### src/rtl/mfp_eic_input_conditioner_pkg.sv
// Purpose : shared defaults and helpers for the EIC input conditioner.
// Latency : n/a (package only).
// Backpressure: n/a; the conditioner has no flow control, it samples every cycle.
package mfp_eic_input_conditioner_pkg;

    // Number of interrupt lines presented to the EIC.
    localparam int EIC_CHANNELS         = 4;

    // Synchronizer depth per line; two flops is the minimum for metastability settling.
    localparam int EIC_COND_SYNC_STAGES = 2;

    // Consecutive stable cycles (seen at the synchronizer output) before a new level is accepted.
    localparam int EIC_COND_FILTER_LEN  = 8;

    // Width of the per-channel stability counter. The counter only has to reach
    // FILTER_LEN-1, and is kept at least one bit wide so FILTER_LEN=1 still elaborates.
    function automatic int cond_cnt_width(input int filter_len);
        int w;
        w = $clog2(filter_len);
        if (w < 1) begin
            w = 1;
        end
        return w;
    endfunction

endpackage

### src/rtl/mfp_eic_filter_channel.sv
// Purpose : one interrupt line: synchronizer chain, glitch filter, registered edge flags.
// Latency : SYNC_STAGES+FILTER_LEN cycles filtered, SYNC_STAGES+1 bypassed; edges one cycle after filt_out.
// Backpressure: none; a new sample is taken every clock.
//
// Ports:
//   clk      - system clock
//   rst_n    - asynchronous active-low reset
//   raw_in   - raw (possibly pre-inverted) interrupt level, asynchronous to clk
//   bypass   - 1 = copy the synchronized level straight to filt_out
//   filt_out - filtered level
//   rise     - one-cycle pulse the cycle after filt_out goes 0->1
//   fall     - one-cycle pulse the cycle after filt_out goes 1->0
module mfp_eic_filter_channel
    import mfp_eic_input_conditioner_pkg::*;
#(
    parameter int SYNC_STAGES = EIC_COND_SYNC_STAGES,
    parameter int FILTER_LEN  = EIC_COND_FILTER_LEN
) (
    input  logic clk,
    input  logic rst_n,
    input  logic raw_in,
    input  logic bypass,
    output logic filt_out,
    output logic rise,
    output logic fall
);

    localparam int             CW       = cond_cnt_width(FILTER_LEN);
    localparam logic [CW-1:0]  CNT_LAST = CW'(FILTER_LEN - 1);

    logic [SYNC_STAGES-1:0] sync_q,     sync_d;
    logic [CW-1:0]          cnt_q,      cnt_d;
    logic                   filt_q,     filt_d;
    logic                   filt_dly_q, filt_dly_d;
    logic                   rise_q,     rise_d;
    logic                   fall_q,     fall_d;

    logic                   sync_lvl;

    // Last synchronizer stage is the only point where the line is considered clean.
    assign sync_lvl = sync_q[SYNC_STAGES-1];

    always_comb begin
        // Shift the raw level into the synchronizer; stage 0 is the only flop
        // that ever sees the asynchronous input.
        sync_d     = {sync_q[SYNC_STAGES-2:0], raw_in};

        cnt_d      = '0;
        filt_d     = filt_q;

        if (bypass) begin
            // Counter stays cleared so leaving bypass restarts qualification
            // from whatever level filt_out currently holds.
            filt_d = sync_lvl;
        end else if (sync_lvl != filt_q) begin
            if (cnt_q == CNT_LAST) begin
                filt_d = sync_lvl;
            end else begin
                cnt_d  = cnt_q + 1'b1;
            end
        end
        // sync_lvl == filt_q: any partial count is a rejected glitch, cnt_d stays 0.

        // Edge flags compare filt_out with its own previous value, so they
        // trail the level change by one cycle and can never both be set.
        filt_dly_d = filt_q;
        rise_d     = filt_q & ~filt_dly_q;
        fall_d     = ~filt_q & filt_dly_q;
    end

    always_ff @(posedge clk or negedge rst_n) begin
        if (!rst_n) begin
            sync_q     <= '0;
            cnt_q      <= '0;
            filt_q     <= 1'b0;
            filt_dly_q <= 1'b0;
            rise_q     <= 1'b0;
            fall_q     <= 1'b0;
        end else begin
            sync_q     <= sync_d;
            cnt_q      <= cnt_d;
            filt_q     <= filt_d;
            filt_dly_q <= filt_dly_d;
            rise_q     <= rise_d;
            fall_q     <= fall_d;
        end
    end

    assign filt_out = filt_q;
    assign rise     = rise_q;
    assign fall     = fall_q;

endmodule

### src/rtl/mfp_eic_input_conditioner.sv
// Purpose : conditions CHANNELS raw interrupt lines (sync, glitch filter, edge flags) ahead of the EIC.
// Latency : SYNC_STAGES+FILTER_LEN cycles per filtered line, SYNC_STAGES+1 when bypassed.
// Backpressure: none; every line is sampled every clock.
//
// Optional feature macro: MFP_EIC_COND_POLARITY_EN
//   defined   - adds the polarity port; raw_in ^ polarity enters the synchronizer,
//               so active-low sources are presented active-high.
//   undefined - no polarity port; raw_in is used as-is.
//
// Ports:
//   CLK      - system clock (same as EIC HCLK)
//   RESETn   - asynchronous active-low reset
//   raw_in   - raw interrupt lines, asynchronous to CLK
//   bypass   - per-line filter bypass (static or quasi-static)
//   polarity - per-line inversion, 1 = active-low source (macro builds only)
//   filt_out - filtered levels, connect to EIC_input
//   rise     - per-line one-cycle pulse after filt_out goes 0->1
//   fall     - per-line one-cycle pulse after filt_out goes 1->0
module mfp_eic_input_conditioner
    import mfp_eic_input_conditioner_pkg::*;
#(
    parameter int CHANNELS    = EIC_CHANNELS,
    parameter int SYNC_STAGES = EIC_COND_SYNC_STAGES,
    parameter int FILTER_LEN  = EIC_COND_FILTER_LEN
) (
    input  logic                CLK,
    input  logic                RESETn,
    input  logic [CHANNELS-1:0] raw_in,
    input  logic [CHANNELS-1:0] bypass,
`ifdef MFP_EIC_COND_POLARITY_EN
    input  logic [CHANNELS-1:0] polarity,
`endif
    output logic [CHANNELS-1:0] filt_out,
    output logic [CHANNELS-1:0] rise,
    output logic [CHANNELS-1:0] fall
);

    logic [CHANNELS-1:0] raw_eff;

`ifdef MFP_EIC_COND_POLARITY_EN
    // Inversion sits ahead of the first sync flop, so a static active-low
    // line is seen as idle (0) from reset onwards.
    assign raw_eff = raw_in ^ polarity;
`else
    assign raw_eff = raw_in;
`endif

    for (genvar ch = 0; ch < CHANNELS; ch++) begin : g_chan
        mfp_eic_filter_channel #(
            .SYNC_STAGES (SYNC_STAGES),
            .FILTER_LEN  (FILTER_LEN)
        ) u_chan (
            .clk      (CLK),
            .rst_n    (RESETn),
            .raw_in   (raw_eff[ch]),
            .bypass   (bypass[ch]),
            .filt_out (filt_out[ch]),
            .rise     (rise[ch]),
            .fall     (fall[ch])
        );
    end

endmodule
### config.mk
export PLATFORM = sky130hd
export DESIGN_NAME = mfp_eic_input_conditioner
export DESIGN_NICKNAME = d
export VERILOG_FILES = /design/src/rtl/mfp_eic_input_conditioner_pkg.sv /design/src/rtl/mfp_eic_filter_channel.sv /design/src/rtl/mfp_eic_input_conditioner.sv
export SDC_FILE = /design/constraint.sdc
export NUM_CORES = 1
export LEC_CHECK = 0
export ABC_AREA = 1
export BUFFER_PORTS_ARGS = -buffer_cell sky130_fd_sc_hd__buf_2
export CAP_MARGIN = 20
export CORE_MARGIN = 5
export CORE_UTILIZATION = 49
export CTS_CLUSTER_DIAMETER = 200
export CTS_CLUSTER_SIZE = 30
export DETAILED_ROUTE_END_ITERATION = 12
export PLACE_DENSITY = 0.75
export SYNTH_ARGS = -nofsm -noshare
export SYNTH_HDL_FRONTEND = slang
export SYNTH_SLANG_ARGS = --single-unit
### constraint.sdc
create_clock -name CLK -period 1.1 [get_ports CLK]
set_input_delay 0.055 -clock CLK [delete_from_list [all_inputs] [get_ports CLK]]
set_output_delay 0.055 -clock CLK [all_outputs]
set_load 0.02 [all_outputs]
==> parameters.txt <==
Parameter                              Value

Worst setup path
  Crit path largest cell delay ... roughly 420 ps
  Crit-path cells ... ha_4 -> ha_4 -> nor2_4 -> nand2_1 -> nor2_1
  Element type at the critical path end ... register
  Crit. Startpoint ... g_chan[3].u_chan.cnt_q[0]$_DFF_PN0_
  R2R setup slack ... approximately 32 ps
  Worst path bufs/invs ... 0
  Launch point of the worst reg-to-reg path ... g_chan[3].u_chan.cnt_q[0]$_DFF_PN0_
  Largest fanout on the critical path ... 3
  Kind of critical path ... register to register
  End of the worst register-to-register path ... g_chan[3].u_chan.cnt_q[0]$_DFF_PN0_
  Crit. path cell count ... 5
  Cell family with the largest share of critical-path delay ... flip-flops
  Depth of the worst register-to-register path ... 5
  Most Frequent Cell on Critical Path ... ha_4
  Critical Path Start Type ... register
  Slowest cell on the critical path ... dfrtp_1
  Capturing instance or port of the critical path ... g_chan[3].u_chan.cnt_q[0]$_DFF_PN0_
  Worst endpoint data arrival time ... 1340 ps
  CP required ... approximately 1400 ps

Detailed routing
  Iteration count of the initial detailed-routing pass ... 4
  Uppermost signal routing layer after detailed routing ... met4
  Detailed-route vias per instance ... between 4 and 5
  Remaining design rule violation count ... 0
  Starting DRT DRC Count ... 24
  Post-route antenna net violation count ... 0
  Length of routed wiring on met1 ... 904 microns
  Post-detailed-route wirelength per cell ... around 11 microns
  Via count ... 893
  Routed wl met3 ... approximately 160 microns
  Sum of met2 wire segment lengths after detailed routing ... roughly 1000 microns
  Detailed-route wire length ... approximately 2100 microns

Synth
  Synthesized area per cell ... between 10 and 15 sq um
  Most frequent cell after synthesis ... dfrtp_1
  Post-synth cell types ... 10
  Cell count after synthesis ... approximately 140
  Share of the synthesized area in the top cell type ... a little under two thirds
  Fraction of synthesized area in multiplexers ... 0%
  Area share of xor/xnor cells in the synthesized design ... 0%
  Number of enable-type register cells in the synthesized netlist ... 0
  Synth Area in Compound Gates ... between 1 and 1.5%
  Most numerous cell types in the synthesized netlist ... dfrtp_1 (36), nand2_1 (24), nor2_1 (23), inv_1 (16), buf_4 (12)
  Yosys warns ... 0
  Flops & latches, synth ... 36
  Synth Net Count ... around 150
  Synth Flop Type ... dfrtp_1
  Post-synthesis share of cell area spent on and, or, nand and nor gates ... 16.4%
  Total standard cell area after synthesis ... between 1000 and 1500 sq um
  Async set or reset register ratio after synthesis ... 100%
  Sequential cell area fraction in the yosys report ... a little under two thirds
  Synth area leaders ... dfrtp_1 (63%), ha_1 (7.1%), buf_4 (6.3%)
  Library cell with the largest summed area after synthesis ... dfrtp_1
  Post-synthesis share of cell area spent on full adders, half adders and majority gates ... under 10%
  Largest family of logic cells by synthesized area ... simple AND/OR/NAND/NOR gates

Timing
  Setup TNS ... 0 ps
  RSZ-0062 raised after global routing ... yes
  Post-layout worst setup margin ... 32.0 ps
  Worst rel slew slack ... 71.8%
  Transition time of the tightest slew-check pin ... ~420 ps
  Clock skew ... about 11 ps
  Post-route fraction of the period consumed by the critical path ... a little under 100%
  Final-report max-slew violation count ... 0
  Fmax ... approximately 0.94 GHz
  Shortest clock period the worst path allows after layout ... approximately 1100 ps
  Setup violators final ... 0
  Hold violation total from the final report ... 0

CTS
  Number of clock sinks ... 36
  Deepest level of the CTS H-tree ... 2
  Clock Tree Buf Depth ... 2
  Clock tree from TritonCTS ... built
  Clock network latency to the later pin of the worst-skew pair ... roughly 330 ps
  Total clock buffers created by CTS ... 5
  Root buffer cell ... clkbuf_4
  Clock transition time at the flip-flop clock pins of the worst setup and hold paths ... around 100 ps

Power and ir drop
  Leakage power ... about 0.00093 uW
  IR Drop Worst-Case VDD ... roughly 1400 uV
  Power per cell area ... between 1500 and 2000 nW/um^2
  Internal cell power ... ~2100 uW
  Power dissipated by switching net loads ... between 600 and 700 uW
  Combinational Power Share ... 11.4%
  Share of total power in sequential cells ... 52.6%
  Sw Ratio ... between 20% and 30%
  Clock power share ... between 30% and 40%

Layout
  Syn-to-layout area delta ... 24.9%
  FILL cells ... 210
  Number of inserted diodes ... 0
  Post-layout instance area ... 1770 sq um
  Proportion of layout cells with a drive suffix above 1 ... between 30% and 40%
  Layout Nets ... about 180

Status
  Result of the run ... finished, final reports clean

Global routing
  Tot GR Track Use ... between 10% and 20%
  Antenna violations before repair ... 0
  Vias in the first global route ... a little over 900
  Pin count of the biggest net entering global routing ... 37
  Residual overflow from global routing ... 0
  First-pass GRT wire length ... 3930 microns

Placed design
  Placer's final routability congestion estimate ... ~0.69
  Worst-case setup slack after placement ... -66.3 ps
  Placement Cell Area ... approximately 1500 sq um
  Half-perimeter wire length after placement ... 1400 microns
  Port buffer count ... 21

Floorplan
  Area inside the core boundary ... around 2800 sq um
  Count of boundary I/O pins ... 22
  Initial Util ... 51.5%
  DIE WIDTH ... ~64 microns
  Number of rows created at floorplan ... 19
  Total Die Area ... just over 4000 sq um
  Vert. Die Dim ... ~64 microns

Min path
  Hold Path Class ... primary input to asynchronous set/reset pin

Job
  Max-Cap Viols ... 0
[sequential cells by signal, summed over array words and instances (netlist names)]
signal,flops
g_chan.u_chan.sync_q,8
g_chan.u_chan.fall,4
g_chan.u_chan.filt_dly_q,4
g_chan.u_chan.rise,4
g_chan.u_chan.filt_out,4
g_chan.u_chan.cnt_q,12
[cells in the final DEF (no fill, tap or decap), types with 5 or more instances in the layout]
cell type / synthesis / routed
nand2_2: 8 / 9
nor2_1: 23 / 19
dfrtp_1: 36 / 33
clkbuf_4: 0 / 5
inv_1: 16 / 16
dlygate4sd3_1: 0 / 9
buf_2: 0 / 21
nand2_1: 24 / 23
[worst reg2reg max path, stage by stage (launching register included)]
cell and delay (ps):
dfrtp_1 420, ha_4 180, ha_4 160, nor2_4 100, nand2_1 60, nor2_1 90
[worst min path at each step]
stage,from,to,slack (ps),cells after the start
4_1_cts,RESETn,g_chan[2].u_chan.fall$_DFF_PN0_,280,3
5_1_grt,RESETn,g_chan[3].u_chan.cnt_q[2]$_DFF_PN0_,330,3
6_report,RESETn,g_chan[2].u_chan.filt_dly_q$_DFF_PN0_,270,3
3_3_place_gp,RESETn,g_chan[2].u_chan.fall$_DFF_PN0_,100,2
2_1_floorplan,RESETn,g_chan[0].u_chan.cnt_q[0]$_DFF_PN0_,-240,0
3_5_place_dp,RESETn,g_chan[2].u_chan.fall$_DFF_PN0_,110,2
[metrics by stage]
| step | hold WS [ps] | power (uW) | instances | util, % |
|---|---|---|---|---|
| final | 272 | 2790 | 196 | 64.2 |
| after global routing | 329 | 2950 | 196 | 64.2 |
| after floorplan | -241 | 1700 | 136 | - |
| after CTS | 284 | 2810 | 194 | 62.1 |
| after global placement | 102 | 1750 | 177 | 53.7 |
| after detailed placement | 113 | 1760 | 177 | 53.7 |
[layer usage]
| metal | vias up | GRT usage, % |
|---|---|---|
| met5 | - | 0 |
| met4 | 0 | 5.45 |
| met3 | 5 | 6.48 |
| met2 | 23 | 19.7 |
| met1 | 418 | 14.1 |
| li1 | 447 | - |
[final cells by class]
class / instances / area (sq um) / area share [%]
timing repair buffer: 33 / 218 / 12.3
sequential: 36 / 905 / 51.1
multi-input combinational: 68 / 440 / 24.9
clock buffer: 7 / 65.1 / 3.67
tap: 31 / 38.8 / 2.19
clock inverter: 1 / 30.0 / 1.69
inverter: 20 / 75.1 / 4.24
[cells by family (layout without fill, tap and decap cells)]
kind of cell             Yosys count  count (layout)
AND/OR/NAND/NOR                   56              56
flip-flops                        36              36
buffers and inverters             32              61
adder cells (fa/ha/maj)            8               8
AO/OA/AOI/OAI                      4               4
[repair_timing]
action | 4_1_cts | 5_1_grt
hold buffers | 9 | 0
pin swaps | 12 | 11
endpoints found under the setup margin | 8 | 16
endpoints found under the hold margin | 55 | 0
setup buffers | 0 | 2
resized for setup | 12 | 14
[power groups by stage]
| stage | Combinational [uW] | Sequential [uW] | Clock (uW) |
|---|---|---|---|
| after global placement | 261 | 1480 | 0 |
| after global routing | 365 | 1490 | 1100 |
| after detailed placement | 273 | 1490 | 0 |
| after CTS | 303 | 1470 | 1030 |
| after floorplan | 222 | 1480 | 0 |
| final | 318 | 1470 | 1010 |
Note: power is estimated with default switching activity, not from simulation.
